<file path="src/rtl/traffic_light_controller_param.sv">
// Highway / local-road intersection controller.
// The highway rests on green and yields to the local road only after a minimum
// green time, and only when a car is waiting there. The local-road green has a
// minimum and a maximum length. Yellow and all-red clearance phases separate the
// two greens. The lights are a pure function of the state (Moore).
//
// Handshake: none. LR_has_Car is a level that is sampled on every rising CLK.
// It only influences the HW_G and LR_G states.
module traffic_light_controller_param #(
  parameter int HW_MIN_GREEN = 6,
  parameter int YELLOW       = 2,
  parameter int ALL_RED      = 1,
  parameter int LR_MIN_GREEN = 2,
  parameter int LR_MAX_GREEN = 6,
  parameter int CW           = 8
) (
  input  logic       CLK,
  input  logic       RESET,
  input  logic       LR_has_Car,
  output logic [2:0] HW_light,
  output logic [2:0] LR_light,
  output logic [2:0] phase
);

  typedef enum logic [2:0] {
    S_HW_G = 3'd0,
    S_HW_Y = 3'd1,
    S_AR1  = 3'd2,
    S_LR_G = 3'd3,
    S_LR_Y = 3'd4,
    S_AR2  = 3'd5
  } state_t;

  // Light encodings {G,Y,R}
  localparam logic [2:0] L_GREEN  = 3'b100;
  localparam logic [2:0] L_YELLOW = 3'b010;
  localparam logic [2:0] L_RED    = 3'b001;

  // Counter value at which each phase may end (duration - 1)
  localparam logic [CW-1:0] L_HW_LAST     = CW'(HW_MIN_GREEN - 1);
  localparam logic [CW-1:0] L_YEL_LAST    = CW'(YELLOW - 1);
  localparam logic [CW-1:0] L_AR_LAST     = CW'(ALL_RED - 1);
  localparam logic [CW-1:0] L_LR_MIN_LAST = CW'(LR_MIN_GREEN - 1);
  localparam logic [CW-1:0] L_LR_MAX_LAST = CW'(LR_MAX_GREEN - 1);
  localparam logic [CW-1:0] L_ONE         = CW'(1);

  state_t        r_state;
  state_t        w_next_state;
  logic [CW-1:0] r_cnt;
  logic [CW-1:0] w_cnt_next;
  logic [2:0]    w_hw_light;
  logic [2:0]    w_lr_light;

  // State and phase-counter registers; reset forces HW_G with the counter cleared
  always_ff @(posedge CLK or posedge RESET) begin
    if (RESET) begin
      r_state <= S_HW_G;
      r_cnt   <= '0;
    end else begin
      r_state <= w_next_state;
      r_cnt   <= w_cnt_next;
    end
  end

  // Next-state rules. Any unused code falls back to HW_G on the next edge.
  always_comb begin
    w_next_state = r_state;
    case (r_state)
      S_HW_G: if ((r_cnt >= L_HW_LAST) && LR_has_Car) w_next_state = S_HW_Y;
      S_HW_Y: if (r_cnt == L_YEL_LAST)                w_next_state = S_AR1;
      S_AR1:  if (r_cnt == L_AR_LAST)                 w_next_state = S_LR_G;
      S_LR_G: if ((r_cnt == L_LR_MAX_LAST) ||
                  ((r_cnt >= L_LR_MIN_LAST) && !LR_has_Car))
                                                      w_next_state = S_LR_Y;
      S_LR_Y: if (r_cnt == L_YEL_LAST)                w_next_state = S_AR2;
      S_AR2:  if (r_cnt == L_AR_LAST)                 w_next_state = S_HW_G;
      default:                                        w_next_state = S_HW_G;
    endcase
  end

  // Phase counter: cleared on every state change. It saturates in HW_G so that
  // an idle highway never wraps. Other states always leave before they overflow.
  always_comb begin
    w_cnt_next = r_cnt + L_ONE;
    if (w_next_state != r_state) begin
      w_cnt_next = '0;
    end else if ((r_state == S_HW_G) && (r_cnt >= L_HW_LAST)) begin
      w_cnt_next = r_cnt;
    end
  end

  // Light decode from state only. Unused codes show red both ways.
  always_comb begin
    w_hw_light = L_RED;
    w_lr_light = L_RED;
    case (r_state)
      S_HW_G:  w_hw_light = L_GREEN;
      S_HW_Y:  w_hw_light = L_YELLOW;
      S_LR_G:  w_lr_light = L_GREEN;
      S_LR_Y:  w_lr_light = L_YELLOW;
      default: begin
        w_hw_light = L_RED;
        w_lr_light = L_RED;
      end
    endcase
  end

  assign HW_light = w_hw_light;
  assign LR_light = w_lr_light;
  assign phase    = r_state;

endmodule

</file>
<file path="config.mk">
export PLATFORM = sky130hd
export DESIGN_NAME = traffic_light_controller_param
export DESIGN_NICKNAME = d
export VERILOG_FILES = /design/src/rtl/traffic_light_controller_param.sv
export SDC_FILE = /design/constraint.sdc
export NUM_CORES = 1
export LEC_CHECK = 0
export CAP_MARGIN = 20
export CORE_MARGIN = 8
export CORE_UTILIZATION = 56
export DETAILED_ROUTE_END_ITERATION = 8
export GPL_TIMING_DRIVEN = 1
export PLACE_DENSITY = 0.89
export SYNTH_ARGS = -nofsm -noshare
export SYNTH_HDL_FRONTEND = slang
export SYNTH_SLANG_ARGS = --single-unit
</file>
<file path="constraint.sdc">
create_clock -name CLK -period 6.4 [get_ports CLK]
set_clock_uncertainty 0.15 [all_clocks]
set_input_delay 1.28 -clock CLK [delete_from_list [all_inputs] [get_ports CLK]]
set_output_delay 1.28 -clock CLK [all_outputs]
set_load 0.02 [all_outputs]
</file>
==> summary.txt, run 1 <==
Clock tree
  • # resized after CTS: 0
  • CTS sink cnt: 11
  • H-tree Lvls: 1
  • Setup Fix Bufs, Post-CTS: 0
  • CTS tree: built
  • Hold buffers post-CTS: 0
  • Maximum clock insertion buffer count: 2
  • Worst-skew pair later-pin latency: 0.26 ns
  • CTS clock-pin slew for the worst setup and hold paths: 0.06 ns
  • CTS Buf Count: 3
  • Root Driver: clkbuf_4

Timing
  • Max Slew Vio Count: 0
  • Slew margin rel.: 59.80%
  • Tmin final: 3.342 ns
  • Worst slew pin tran: 0.6012 ns
  • Final setup vio count: 0
  • Period utilization: 52.21%
  • Fin Setup TNS: 0 ns
  • Final hold violation count: 0
  • Fmax: 299.3 MHz
  • Unrepaired setup endpoints after global routing: no

Routing
  • Wirelength per Cell: 16.51 um
  • Via-per-instance ratio: 6.017
  • Initial DRC count: 21
  • Routed Antenna Nets: 0
  • Final WL: 1899 um
  • DR vias: 692
  • TritonRoute pass-1 iters: 4
  • Remaining DRCs: 0

Setup path
  • CP cell instances: or3_1, clkinv_1, clkdlybuf4s50_1
  • Worst R2R Path Depth: 7
  • CP Launch Type: register
  • Crit path max-delay family: buffers and inverters
  • Critical Path AT: 1.91 ns
  • Critical Path Source: phase[2]
  • CP endpoint: HW_light[2]
  • WS Path Type: register to primary output
  • CP Data Required Time: 4.97 ns
  • Reg-to-Reg End: r_cnt[1]
  • RR Startpoint: r_cnt[0]
  • Crit path largest cell delay: 0.60 ns
  • R2r setup slk: 4.16 ns
  • Crit. path cell count: 3
  • CP Max Fanout: 10
  • Slowest-stage cell, CP: clkdlybuf4s50_1
  • Worst Path Buf+Inv: 2
  • CP Capture Type: primary output

Floorplanning
  • Initial Utilization: 57.65%
  • Standard cell core area: 0.001471 mm2
  • Ports: 12
  • Die width: 54.92 um
  • Site row count: 14
  • Die Y: 54.92 um
  • Die ar.: 0.003016 mm2

Place
  • Dpl hpwl: 1407 um
  • Placed cell area: 965.9 um2
  • # port buffers: 11
  • GP Congestion: 0.8335

Final layout
  • Fillers: 121
  • Antenna Cells: 0
  • Final nets: 106
  • Commonest cells after routing, fill and taps aside: clkdlybuf4s50_1, dfrtp_1, nor3_2
  • Syn-to-layout area delta: 16.96%
  • Share of cells above drive strength 1: 22.22%
  • Finished Cell Area: 992.2 um2

Logic synthesis
  • Top cell type's share of synthesized area: 32.45%
  • Area of the mapped netlist: 848.3 um2
  • Leading area contributor after synthesis: dfrtp_1
  • Synth cell types: 37
  • #FFs+latches synth: 11
  • Number of enable flip-flop cells after synthesis: 0
  • Sequential share of the synthesized area: 32.45%
  • Average size of a mapped cell: 9.864 um2
  • Synthesis warning total: 0
  • Area contributors post-synth: dfrtp_1, nor3_2, xor2_1
  • Top_reg_cell synth: dfrtp_1
  • Syn Inst Count: 86
  • Syn nets: 92
  • Asr flop ratio synth: 100.0%

Min path
  • Hold Crit Class: register to register

Global route
  • Largest net degree at the start of global routing: 12
  • Vias in the first global route: 674
  • GRT Total Usage: 14.45%
  • Global-route wire length before repair: 3222 um
  • Antenna violations before repair: 0
  • Total gr overflow: 0

Power
  • Peak supply drop: 0.0002951 V
  • Power Density: 525.8 mW/mm2
  • Static leakage: 0.4373 nW

Status
  • Status: completed

Job
  • Max-cap violations: 0
## metrics by stage
step           hold WS, ns  utilization (%)  power [mW]  instances  setup slack, ns
6_report            0.4531            67.43      0.5217        115            3.058
5_1_grt             0.4893            67.43      0.5614        115            2.981
4_1_cts             0.4424            67.43      0.5243        115            3.047
3_5_place_dp        0.4328            65.65      0.4762        111            3.340
3_3_place_gp        0.4136            65.65      0.4638        111            3.377
2_1_floorplan       0.4175                -      0.3719         86            3.710
## cell usage after synthesis, types with 2 or more instances
library cell and instances:
or3_1 2, inv_1 7, dfrtp_1 11, ha_1 3, nand4_1 6, nor2_1 5, xor2_1 5, nand2_1 7
nor3_2 9, and3_1 3, nor2b_1 2
## per-layer routing
layer / global-route usage [%] / share of wire (%) / vias to the layer above
met2: 24.91 / 54 / 10
met5: 0 / 0 / -
met3: 1.872 / 3.2 / 4
met1: 16.90 / 42 / 339
li1: - / - / 339
met4: 8.000 / 1.5 / 0
## registers in the layout, summed over array words and instances (netlist names)
| name | count |
|---|---|
| r_cnt | 8 |
| phase | 3 |
## kinds of logic (layout without fill, tap and decap cells)
group | count (synthesis) | in the layout | share of synthesized area, %
AO/OA/AOI/OAI | 16 | 16 | 20.50
flip-flops | 11 | 11 | 32.45
XOR/XNOR | 6 | 6 | 6.195
buffers and inverters | 10 | 23 | 5.015
AND/OR/NAND/NOR | 39 | 39 | 30.24
multiplexers | 1 | 1 | 1.180
adder cells (fa/ha/maj) | 3 | 3 | 4.425
## worst min path at each step
stage	startpoint	endpoint	slack (ns)	cells after the start
floorplan	r_cnt[1]	r_cnt[1]	0.42	2
global placement	phase[2]	phase[1]	0.41	1
detailed placement	phase[2]	phase[1]	0.43	1
CTS	phase[2]	phase[1]	0.44	1
global route	phase[2]	phase[1]	0.49	1
finish	phase[2]	phase[1]	0.45	1
## report_power, final
part	total, mW	leakage, nW	switching (mW)	internal (mW)
Sequential	0.127	0.146	0.0367	0.0906
Combinational	0.348	0.276	0.198	0.150
Clock	0.0461	0.0150	0.0220	0.0241
Total	0.522	0.437	0.257	0.265
## cell type report
type	instances	area, um2	area share [%]
clock buffer	4	26.28	2.648
multi-input combinational	65	530.5	53.47
timing repair buffer	11	110.1	11.10
sequential	11	275.3	27.74
inverter	8	30.03	3.026
tap	16	20.02	2.018
## worst reg2reg max path: cells and delay by family, from the launching register on
family                     cells  cell delay [ns]
muxes                          1             0.22
buffers and inverters          1             0.11
AOI/OAI and AO/OA              1             0.43
and+or+nand+nor                3             0.54
DFF                            1             0.42
adders and majority gates      1             0.24
(Power assumes the default switching activity.)
==> run 2: changes to the inputs <==
- CORE_UTILIZATION: 56 -> 47
- PLACE_DENSITY: 0.89 -> 0.8
- clock period: 6.4 -> 2.95 ns (I/O delays scaled with it)
==> summary.txt, run 2 (synthesized netlist as in run 1, its figures left out) <==
Final layout
  • Final Core Density: 58.75%
  • Antenna Cells: 0
  • Reg with most FFs: r_cnt
  • Final nets: 106
  • Syn-to-layout area delta: 18.29%
  • Commonest cells after routing, fill and taps aside: clkdlybuf4s50_1, dfrtp_1, nor3_2
  • Fillers: 153
  • Share of cells above drive strength 1: 22.22%
  • Max reg flops: 8

Global route
  • Global-route wire length before repair: 3229 um
  • M3 GR Usage: 2.174%
  • GR Util met1: 13.53%
  • Met2 GRT Util: 20.47%
  • GRT Total Usage: 11.89%
  • Vias in the first global route: 723
  • Antenna violations before repair: 0
  • GRT busiest layer: met2
  • Largest net degree at the start of global routing: 12
  • Total gr overflow: 0

Power
  • Clock power share: 9.2%
  • Static leakage: 0.4373 nW
  • Sequential share of power: 24.5%
  • Total power: 1.134 mW
  • Pint: 572.4 uW
  • Switch share: 49.51%
  • Comb power frac: 66.3%
  • Net Switching: 561.3 uW
  • Peak supply drop: 0.0007707 V
  • Power Density: 1130 mW/mm2

Min path
  • Hold Crit Class: input port to async pin

Clock tree
  • Setup Fix Bufs, Post-CTS: 0
  • Maximum clock insertion buffer count: 2
  • H-tree Lvls: 1
  • Worst-skew pair later-pin latency: 0.27 ns
  • CTS clock-pin slew for the worst setup and hold paths: 0.07 ns
  • CTS sink cnt: 11
  • # resized after CTS: 0
  • Hold buffers post-CTS: 0
  • Root Driver: clkbuf_4
  • CTS tree: built
  • CTS Buf Count: 3

Timing
  • Final hold violation count: 0
  • Unrepaired setup endpoints after global routing: no
  • Fin Setup TNS: 0 ns
  • Fmax: 375.3 MHz
  • Slew margin rel.: 62.99%
  • Max Slew Vio Count: 0
  • Period utilization: 90.33%
  • Tmin final: 2.665 ns
  • Setup slack after layout: 0.2853 ns
  • Final setup vio count: 0
  • Hold_ws: 0.4464 ns
  • Worst slew pin tran: 0.5535 ns

Job
  • Max-cap violations: 0

Floorplanning
  • Initial Utilization: 49.67%
  • Site row count: 15
  • Die ar.: 0.003421 mm2
  • Die width: 58.49 um
  • Standard cell core area: 0.001708 mm2
  • Ports: 12
  • Die Y: 58.49 um

Routing
  • Wirelength per Cell: 14.91 um
  • Final WL: 1849 um
  • Initial DRC count: 12
  • DR vias: 697
  • Routed Antenna Nets: 0
  • Remaining DRCs: 0
  • TritonRoute pass-1 iters: 4
  • Via-per-instance ratio: 5.621

Setup path
  • Critical Path Source: phase[2]
  • Critical Path AT: 1.92 ns
  • WS Path Type: register to primary output
  • CP Launch Type: register
  • CP Data Required Time: 2.21 ns
  • RR Startpoint: r_cnt[0]
  • CP Capture Type: primary output
  • CP Max Fanout: 10

Status
  • Status: completed

Place
  • GP Congestion: 0.8500
  • # port buffers: 11
  • Pre-CTS setup slack: 0.5703 ns
  • Dpl hpwl: 1434 um
-- run 2: critical path, cell delays in order, from the launching register on --
cell,delay (ns)
dfrtp_1,0.47
or3_1,0.48
clkinv_1,0.10
clkdlybuf4s50_1,0.60
-- run 2: layout make-up --
type	count	area [um2]	share of cell area, %
Timing Repair Buffer	11	110.1	10.97
Tap cell	25	31.28	3.117
Multi-Input combinational cell	65	530.5	52.87
Inverter	8	30.03	2.993
Sequential cell	11	275.3	27.43
Clock buffer	4	26.28	2.618
-- run 2: final timing paths --
path                                to  slack, ns  depth (start not counted)
setup reg to reg              r_cnt[1]       0.72                          7
hold reg to reg               phase[1]       0.46                          1
min in group CLK              phase[1]       0.46                          1
setup / recovery           HW_light[2]       0.29                          3
max in group asynchronous     r_cnt[1]       1.91                          2
hold / removal                r_cnt[4]       0.45                          2
-- run 2: power groups by stage --
| stage | logic [mW] | clock network, mW | registers [mW] |
|---|---|---|---|
| 3_5_place_dp | 0.759 | 0 | 0.279 |
| 5_1_grt | 0.819 | 0.112 | 0.285 |
| 6_report | 0.752 | 0.105 | 0.277 |
| 4_1_cts | 0.762 | 0.110 | 0.275 |
| 3_3_place_gp | 0.744 | 0 | 0.272 |
| 2_1_floorplan | 0.544 | 0 | 0.263 |
-- run 2: per-layer routing --
metal | part of all wire (%) | wire [um]
met1 | 43 | 804
met2 | 51 | 946
met3 | 2.8 | 52
met4 | 2.5 | 46
met5 | 0 | 0
-- run 2: per-stage QoR --
stage               cells  area, um2
global placement      120      977.2
floorplan              86      848.3
CTS                   124       1003
detailed placement    120      977.2
finish                124       1003
global route          124       1003
==> run 3: changes to the inputs <==
- CTS_CLUSTER_SIZE: default -> 40
==> results of run 3 <==
Final layout, timing and power as in run 2 (identical DEF).
